**config.mk**
```make
export PLATFORM = sky130hd
export DESIGN_NAME = regfile_multiport
export DESIGN_NICKNAME = d
export VERILOG_FILES = /design/src/rtl/rf_pkg.sv /design/src/rtl/regfile_dump_ctrl.sv /design/src/rtl/regfile_multiport.sv
export SDC_FILE = /design/constraint.sdc
export NUM_CORES = 2
export LEC_CHECK = 0
export CAP_MARGIN = 30
export CELL_PAD_IN_SITES_DETAIL_PLACEMENT = 1
export CELL_PAD_IN_SITES_GLOBAL_PLACEMENT = 1
export CORE_MARGIN = 2
export CORE_UTILIZATION = 30
export DETAILED_ROUTE_END_ITERATION = 8
export HOLD_SLACK_MARGIN = 0.1
export PLACE_DENSITY_LB_ADDON = 0.1
export SYNTH_ARGS = -nofsm -noshare
export SYNTH_HDL_FRONTEND = slang
export SYNTH_SLANG_ARGS = --single-unit
```
**constraint.sdc**
```tcl
create_clock -name clk -period 46.4 [get_ports clk]
set_input_delay 9.28 -clock clk [delete_from_list [all_inputs] [get_ports clk]]
set_output_delay 9.28 -clock clk [all_outputs]
set_load 0.1 [all_outputs]
```
**src/rtl/rf_pkg.sv**
```systemverilog
// Shared types and defaults for the multiport register file and its dump engine.
package rf_pkg;

  localparam int RF_XLEN  = 32;
  localparam int RF_DEPTH = 32;

  typedef enum logic [1:0] {
    ST_IDLE = 2'd0,
    ST_LOAD = 2'd1,
    ST_SEND = 2'd2
  } dump_state_t;

endpackage

```
**src/rtl/regfile_dump_ctrl.sv**
```systemverilog
// Serial dump engine: walks register indices 0..DEPTH-1, one word per two cycles at best.
// Each word is snapshotted in LOAD and then held in SEND until the valid/ready handshake.
module regfile_dump_ctrl
  import rf_pkg::*;
#(
  parameter int XLEN  = RF_XLEN,
  parameter int DEPTH = RF_DEPTH,
  parameter int ADDR_W = $clog2(DEPTH)
) (
  input  logic              clk,
  input  logic              reset,
  input  logic              i_start,
  input  logic              i_ready,
  input  logic [XLEN-1:0]   i_rdata,
  output logic [ADDR_W-1:0] o_ridx,
  output logic              o_busy,
  output logic              o_valid,
  output logic [ADDR_W-1:0] o_idx,
  output logic [XLEN-1:0]   o_data,
  output logic              o_last
);

  dump_state_t       r_state;
  logic              r_busy;
  logic              r_valid;
  logic [ADDR_W-1:0] r_idx;
  logic [XLEN-1:0]   r_data;
  logic              w_at_end;

  assign w_at_end = (r_idx == ADDR_W'(DEPTH - 1));

  always_ff @(posedge clk or posedge reset) begin
    if (reset) begin
      r_state <= ST_IDLE;
      r_busy  <= 1'b0;
      r_valid <= 1'b0;
      r_idx   <= '0;
      r_data  <= '0;
    end else begin
      case (r_state)
        ST_IDLE: begin
          if (i_start) begin
            r_idx   <= '0;
            r_busy  <= 1'b1;
            r_state <= ST_LOAD;
          end
        end
        ST_LOAD: begin
          r_data  <= i_rdata;
          r_valid <= 1'b1;
          r_state <= ST_SEND;
        end
        ST_SEND: begin
          if (i_ready) begin
            r_valid <= 1'b0;
            if (w_at_end) begin
              r_busy  <= 1'b0;
              r_state <= ST_IDLE;
            end else begin
              r_idx   <= r_idx + 1'b1;
              r_state <= ST_LOAD;
            end
          end
        end
        default: r_state <= ST_IDLE;
      endcase
    end
  end

  assign o_ridx  = r_idx;
  assign o_busy  = r_busy;
  assign o_valid = r_valid;
  assign o_idx   = r_idx;
  assign o_data  = r_data;
  assign o_last  = r_valid && w_at_end;

endmodule

```
**src/rtl/regfile_multiport.sv**
```systemverilog
// Integer register file: NUM_RD registered read ports (write-first bypass), one write port, x0 = 0.
// Read latency 1; the dump stream stalls only on its own ready, never the read/write ports.
module regfile_multiport
  import rf_pkg::*;
#(
  parameter int          XLEN    = RF_XLEN,
  parameter int          DEPTH   = RF_DEPTH,
  parameter int          NUM_RD  = 2,
  parameter int          RST_IDX = 29,
  parameter int unsigned RST_VAL = 252,
  parameter int          ADDR_W  = $clog2(DEPTH)
) (
  input  logic                     clk,
  input  logic                     reset,
  input  logic [NUM_RD*ADDR_W-1:0] rd_addr,
  output logic [NUM_RD*XLEN-1:0]   rd_data,
  input  logic                     wr_en,
  input  logic [ADDR_W-1:0]        wr_addr,
  input  logic [XLEN-1:0]          wr_data,
  input  logic                     dump_start,
  output logic                     dump_busy,
  output logic                     dump_valid,
  input  logic                     dump_ready,
  output logic [ADDR_W-1:0]        dump_idx,
  output logic [XLEN-1:0]          dump_data,
  output logic                     dump_last
);

  logic [XLEN-1:0]   r_regs [DEPTH];
  logic [ADDR_W-1:0] w_dump_ridx;
  logic [XLEN-1:0]   w_dump_rdata;

  // x0 is only ever loaded by reset, so it stays zero.
  always_ff @(posedge clk or posedge reset) begin
    if (reset) begin
      for (int i = 0; i < DEPTH; i++)
        r_regs[i] <= ((RST_IDX != 0) && (i == RST_IDX)) ? XLEN'(RST_VAL) : '0;
    end else if (wr_en && (wr_addr != '0)) begin
      r_regs[wr_addr] <= wr_data;
    end
  end

  for (genvar g = 0; g < NUM_RD; g++) begin : g_rd
    logic [ADDR_W-1:0] w_addr;
    logic [XLEN-1:0]   r_q;

    assign w_addr = rd_addr[g*ADDR_W +: ADDR_W];

    always_ff @(posedge clk or posedge reset) begin
      if (reset)
        r_q <= '0;
      else if (w_addr == '0)
        r_q <= '0;
      else if (wr_en && (wr_addr == w_addr))
        r_q <= wr_data;
      else
        r_q <= r_regs[w_addr];
    end

    assign rd_data[g*XLEN +: XLEN] = r_q;
  end

  assign w_dump_rdata = (w_dump_ridx == '0)                   ? '0      :
                        (wr_en && (wr_addr == w_dump_ridx))   ? wr_data :
                                                                r_regs[w_dump_ridx];

  regfile_dump_ctrl #(
    .XLEN   (XLEN),
    .DEPTH  (DEPTH),
    .ADDR_W (ADDR_W)
  ) u_dump (
    .clk     (clk),
    .reset   (reset),
    .i_start (dump_start),
    .i_ready (dump_ready),
    .i_rdata (w_dump_rdata),
    .o_ridx  (w_dump_ridx),
    .o_busy  (dump_busy),
    .o_valid (dump_valid),
    .o_idx   (dump_idx),
    .o_data  (dump_data),
    .o_last  (dump_last)
  );

endmodule

```
Yosys cells after proc, flatten, opt, wreduce, memory -nomap -nowiden
Cells that the tools add are included.
Widths: inputs -> output; s select.

cells by class
  muxes and demuxes = 32
  reductions and logical operators = 17
  $add $sub $neg = 1
  bitwise logic cells = 4
  order comparisons = 5
  eq/ne operators = 10

operators with widths
  operator             count
  $bwmux 1024          1
  $bmux 32 s5          3
  $mux 32              13
  $demux 32 s5         1
  $ge 6x6->1 const B   4
  $not 5->6            4
  $eq 5x5->1           3
  $logic_not 5->1      3
  $mux 5               3
  $pmux 5 s2           1
  $reduce_and 4->1     2
  $logic_and 1x1->1    6
  $lt 6x1->1 const B   1
  $ne 2x2->1 const B   3
  $pmux 2 s3           1
  $add 5x1->5 const B  1
  $eq 5x5->1 const B   1
  $mux 1               5
  $reduce_bool 5->1    1
  $mux 2               2
  $pmux 1 s2           2
  $reduce_and 2->1     2
  $reduce_bool 2->1    2
  $eq 2x1->1 const B   1
  other kinds (3)      3

word-level totals
  word-level logic and storage cells = 108
  register bits after elaboration = 1129
  output and inout port bits = 104
  bits of input ports = 52

Longest topological paths before layout
  depth after elaboration = 6
  mapped depth = 12
  mapped depth without buffers = 8

Cells and area by module
A second synthesis with hierarchy kept.

unflattened totals
  cell total of the unflattened synthesis = 4706
  area total of the unflattened synthesis = 66946.7 µm²

modules (own cells, without submodules)
  module             cells each  seq. area each (µm²)  times used  area an instance (µm²)
  regfile_multiport  4582        27233.6               1           65061.1
  regfile_dump_ctrl  124         1026.0                1           1885.6

Worst setup path after synthesis
No wires, ideal clock.

  path type = reg-to-output
  start point = register u_dump.r_idx[3], in the netlist u_dump.o_idx[3]
  end point = output port dump_last
  data arrival time = 3.260 ns
  slack = 33.860 ns
  stages on the path, launching flop included = 8
  path buffers = 4
  cells stage by stage = dfrtp_1 > buf_2 > buf_2 > clkbuf_1 > clkbuf_1 > and3_1 > ha_1 > and2_1

between the ends
  word-level cells in the longest chain between the ends = 2

ends and longest elaborated chain
  element                 line                     source
  from (decl)             regfile_dump_ctrl.sv:26  logic [ADDR_W-1:0] r_idx;
  from (signal assigned)  regfile_dump_ctrl.sv:60  r_idx <= r_idx + 1'b1;
  $eq 5x5->1              regfile_dump_ctrl.sv:30  assign w_at_end = (r_idx == ADDR_W'(DEPTH - 1));
  $logic_and 1x1->1       regfile_dump_ctrl.sv:75  assign o_last = r_valid && w_at_end;
  to (decl)               regfile_multiport.sv:26  output logic dump_last

No other way between the ends.

==> results.ini <==
[outcome]
status = finished, final reports clean

[layout]
area_delta_synth_final_pct = 16.73
drive_above_1_share = 0.4001
fin_nets = 4609

[logic_synthesis]
ys_seq_area_frac = 0.4241
yosys-top-cells-area = dfrtp_1, mux4_2, mux2_2
netlist.top_cell.by_area = dfrtp_1
syn-num-nets = 4609
postSynthCellCount = 4554
syn_area_per_cell_um2 = 14.63
syn-cell-area_um2 = 66640
ys_seq_elements = 1129
synthFlopType = dfrtp_1
synth_top_cell_area_share = 0.4217
synth-edff-count = 0
ys_types = 57
ys_warn_count = 0
async_reset_ff_frac = 1.000

[power]
ir_worst_vdd_v = 0.00004288
leakagePower_nw = 32.01
powerDensity_nw_per_um2 = 46.68

[timing]
finalSetupViolCount = 0
whs_ns = 0.4188
final_hold_viol_count = 0
maxSlewViolCount = 0
max_slew_margin = 0.2933
finalCritPeriodShare = 0.2734
rsz0062_at_grt = false
setup_tns_ns = 0
max_freq_mhz = 78.82
fin_crit_ns = 12.69
tightest_slew_ns = 1.057
skew_ns = 0.02485

[critical_path]
crit_start = reset
slowest_stage = buf_4
crit_path_frequent_cell = buf_4
arrival_ns = 13.52
critPathBufInv = 7
cp_slowest_stage_delay_ns = 0.78
crit_family = buffers and inverters
endpoint_kind = async pin
critical_path_class = primary input to async pin
cp.required_ns = 47.23
path_cells = clkdlybuf4s50_1 > inv_8 > buf_16 > buf_4 > buf_4 > buf_4 > buf_4
critical_path.startpoint_type = primary input
path_max_fanout = 106
regToRegSetupSlack_ns = 41.45
r2r_start = u_dump.o_idx[1]$_DFFE_PP0P_

[placement]
routabilityCongestion = 0.8163
portBuffers = 155
dp_hpwl_um = 191400

[grt]
grt_util_all_layers = 0.2792
gr-total-overflow = 0
grt_max_degree = 162
grt_pass1_wl_um = 434100
grt_antenna_before_repair = 21
grt_pass1_vias = 48070

[clock_network]
clkSinkCount = 1129
cts_setup_buffers = 0
tritoncts = yes
ctsResizeCount = 0
cts_buffer_depth = 3
clkLatencyLatePin_ns = 0.81
clk_pin_slew_worst_paths_ns = 0.06
htree_levels = 4
ctsHoldBuffers = 0
cts-buffers-inserted = 146
ctsRootBufferMaster = clkbuf_16

[floorplan]
die_h_um = 475.3
initial_core_util = 0.3010
core_area_um2 = 221400
die_w_um = 475.3
rows = 173
pin_count = 156
die_area_um2 = 225900

[routing]
dr.first_iter.drc_count = 4143
wl_um = 314400
vias = 46250
wire_per_inst_um = 41.07
drc_errors = 0
ant_nets = 0
dr.pass1.iters = 5
via_per_inst = 6.042

[hold_path]
hold_class = register to register
hold_start = r_regs[1021]$_DFFE_PP0P_

[run]
maxCapViolCount = 0

-- cells by family after synthesis --
family / after synthesis / share of synthesized area
muxes: 1966 / 0.4512
DFF: 1129 / 0.4241
buffers and inverters: 545 / 0.03528
AOI/OAI and AO/OA: 481 / 0.05426
and+or+nand+nor: 414 / 0.03256
xor gates and xnor gates: 16 / 0.002103
adders and majority gates: 3 / 0.0005633
-- cells in the final DEF, fill, tap and decap left out, types with 68 or more instances in the layout --
| cell type | count |
|---|---|
| mux2_2 | 587 |
| dfrtp_1 | 1119 |
| clkbuf_16 | 152 |
| mux2i_1 | 188 |
| buf_4 | 186 |
| o22ai_1 | 68 |
| clkdlybuf4s50_1 | 138 |
| mux2_1 | 466 |
| a211oi_1 | 80 |
| mux4_2 | 725 |
| nand2_1 | 96 |
-- sequential cells by signal, indices dropped and copies added, names as in the netlist --
signal	count
r_regs	1024
g_rd.r_q	64
u_dump.o_data	32
u_dump.o_idx	5
u_dump.r_state	2
u_dump.o_busy	1
u_dump.o_valid	1
-- layer usage --
metal	wire length (µm)	vias to the layer above	GRT usage	part of all wire
met5	10	-	0	0.000032
met4	11970	2	0.09887	0.038
met3	14310	421	0.03903	0.046
met2	151100	1462	0.4546	0.48
met1	137000	26250	0.3798	0.44
li1	-	18110	-	-
-- worst reg2reg max path, cell delays in order (launching register included) --
cell      delay (ns)
dfrtp_4         0.54
buf_4           0.40
buf_12          0.63
buf_4           0.83
buf_4           0.75
mux4_2          0.68
mux4_2          0.50
nor2b_1         0.15
a2111o_1        0.36
-- synthesized netlist by cell type, drive strengths merged (3+ instances only) --
library cell and count:
dfstp 6, a21oi 56, nand4 4, a32o 29
nor2 52, and3b 4, xor2 9, a211oi 80
a221o 25, or2 12, nor4 5, and3 15
inv 9, ha 3, nand3b 5, a2111o 32
nand3 36, a22oi 60, dfrtp 1123, nor3 36
o32ai 5, mux2i 188, a221oi 17, nand2b 7
mux4 725, buf 209, a211o 7, o221ai 32
a22o 3, o22ai 68, mux2 1053, and2 37
clkbuf 327, xnor2 7, nor2b 39, nor3b 46
o21ai 43, o31ai 4, nand2 112, o21a 14
-- path summary, 6_finish.rpt --
check / to / depth (start not counted)
worst max-delay path: r_regs[770]$_DFFE_PP0P_ / 7
worst min-delay path: r_regs[1021]$_DFFE_PP0P_ / 0
worst max register to register: u_dump.o_data[19]$_DFFE_PP0P_ / 8
worst min register to register: r_regs[1021]$_DFFE_PP0P_ / 0
max in group clk: dump_last / 5
min in group asynchronous: r_regs[61]$_DFFE_PP0P_ / 2
-- power breakdown --
group	switching [mW]	internal [mW]	leakage [nW]
sequential	0.198	1.17	14.5
combinational	0.534	0.528	15.1
clock	0.480	0.722	2.47
total	1.21	2.42	32.0
-- layout make-up --
| class | count | area [µm²] |
|---|---|---|
| Inverter | 9 | 43.79 |
| Timing Repair Buffer | 388 | 4352 |
| Tap cell | 2975 | 3722 |
| Sequential cell | 1129 | 28270 |
| Clock buffer | 222 | 4467 |
| Multi-Input combinational cell | 2880 | 36400 |
| Clock inverter | 41 | 505.5 |
| Antenna cell | 10 | 25.02 |
| Fill cell | 22430 | 143600 |
-- per-stage QoR --
stage | power (mW) | worst slack, ns | instances | area (µm²) | util
after CTS | 3.659 | 33.56 | 7641 | 77680 | 0.3508
after global routing | 3.781 | 33.26 | 7646 | 77770 | 0.3512
after global placement | 2.394 | 32.69 | 7328 | 71390 | 0.3224
after detailed placement | 2.442 | 32.67 | 7378 | 72710 | 0.3284
final | 3.632 | 33.71 | 7654 | 77790 | 0.3513
after floorplan | 2.066 | 5.336 | 4554 | 66640 | -
Power figures use the tool's default switching activity.
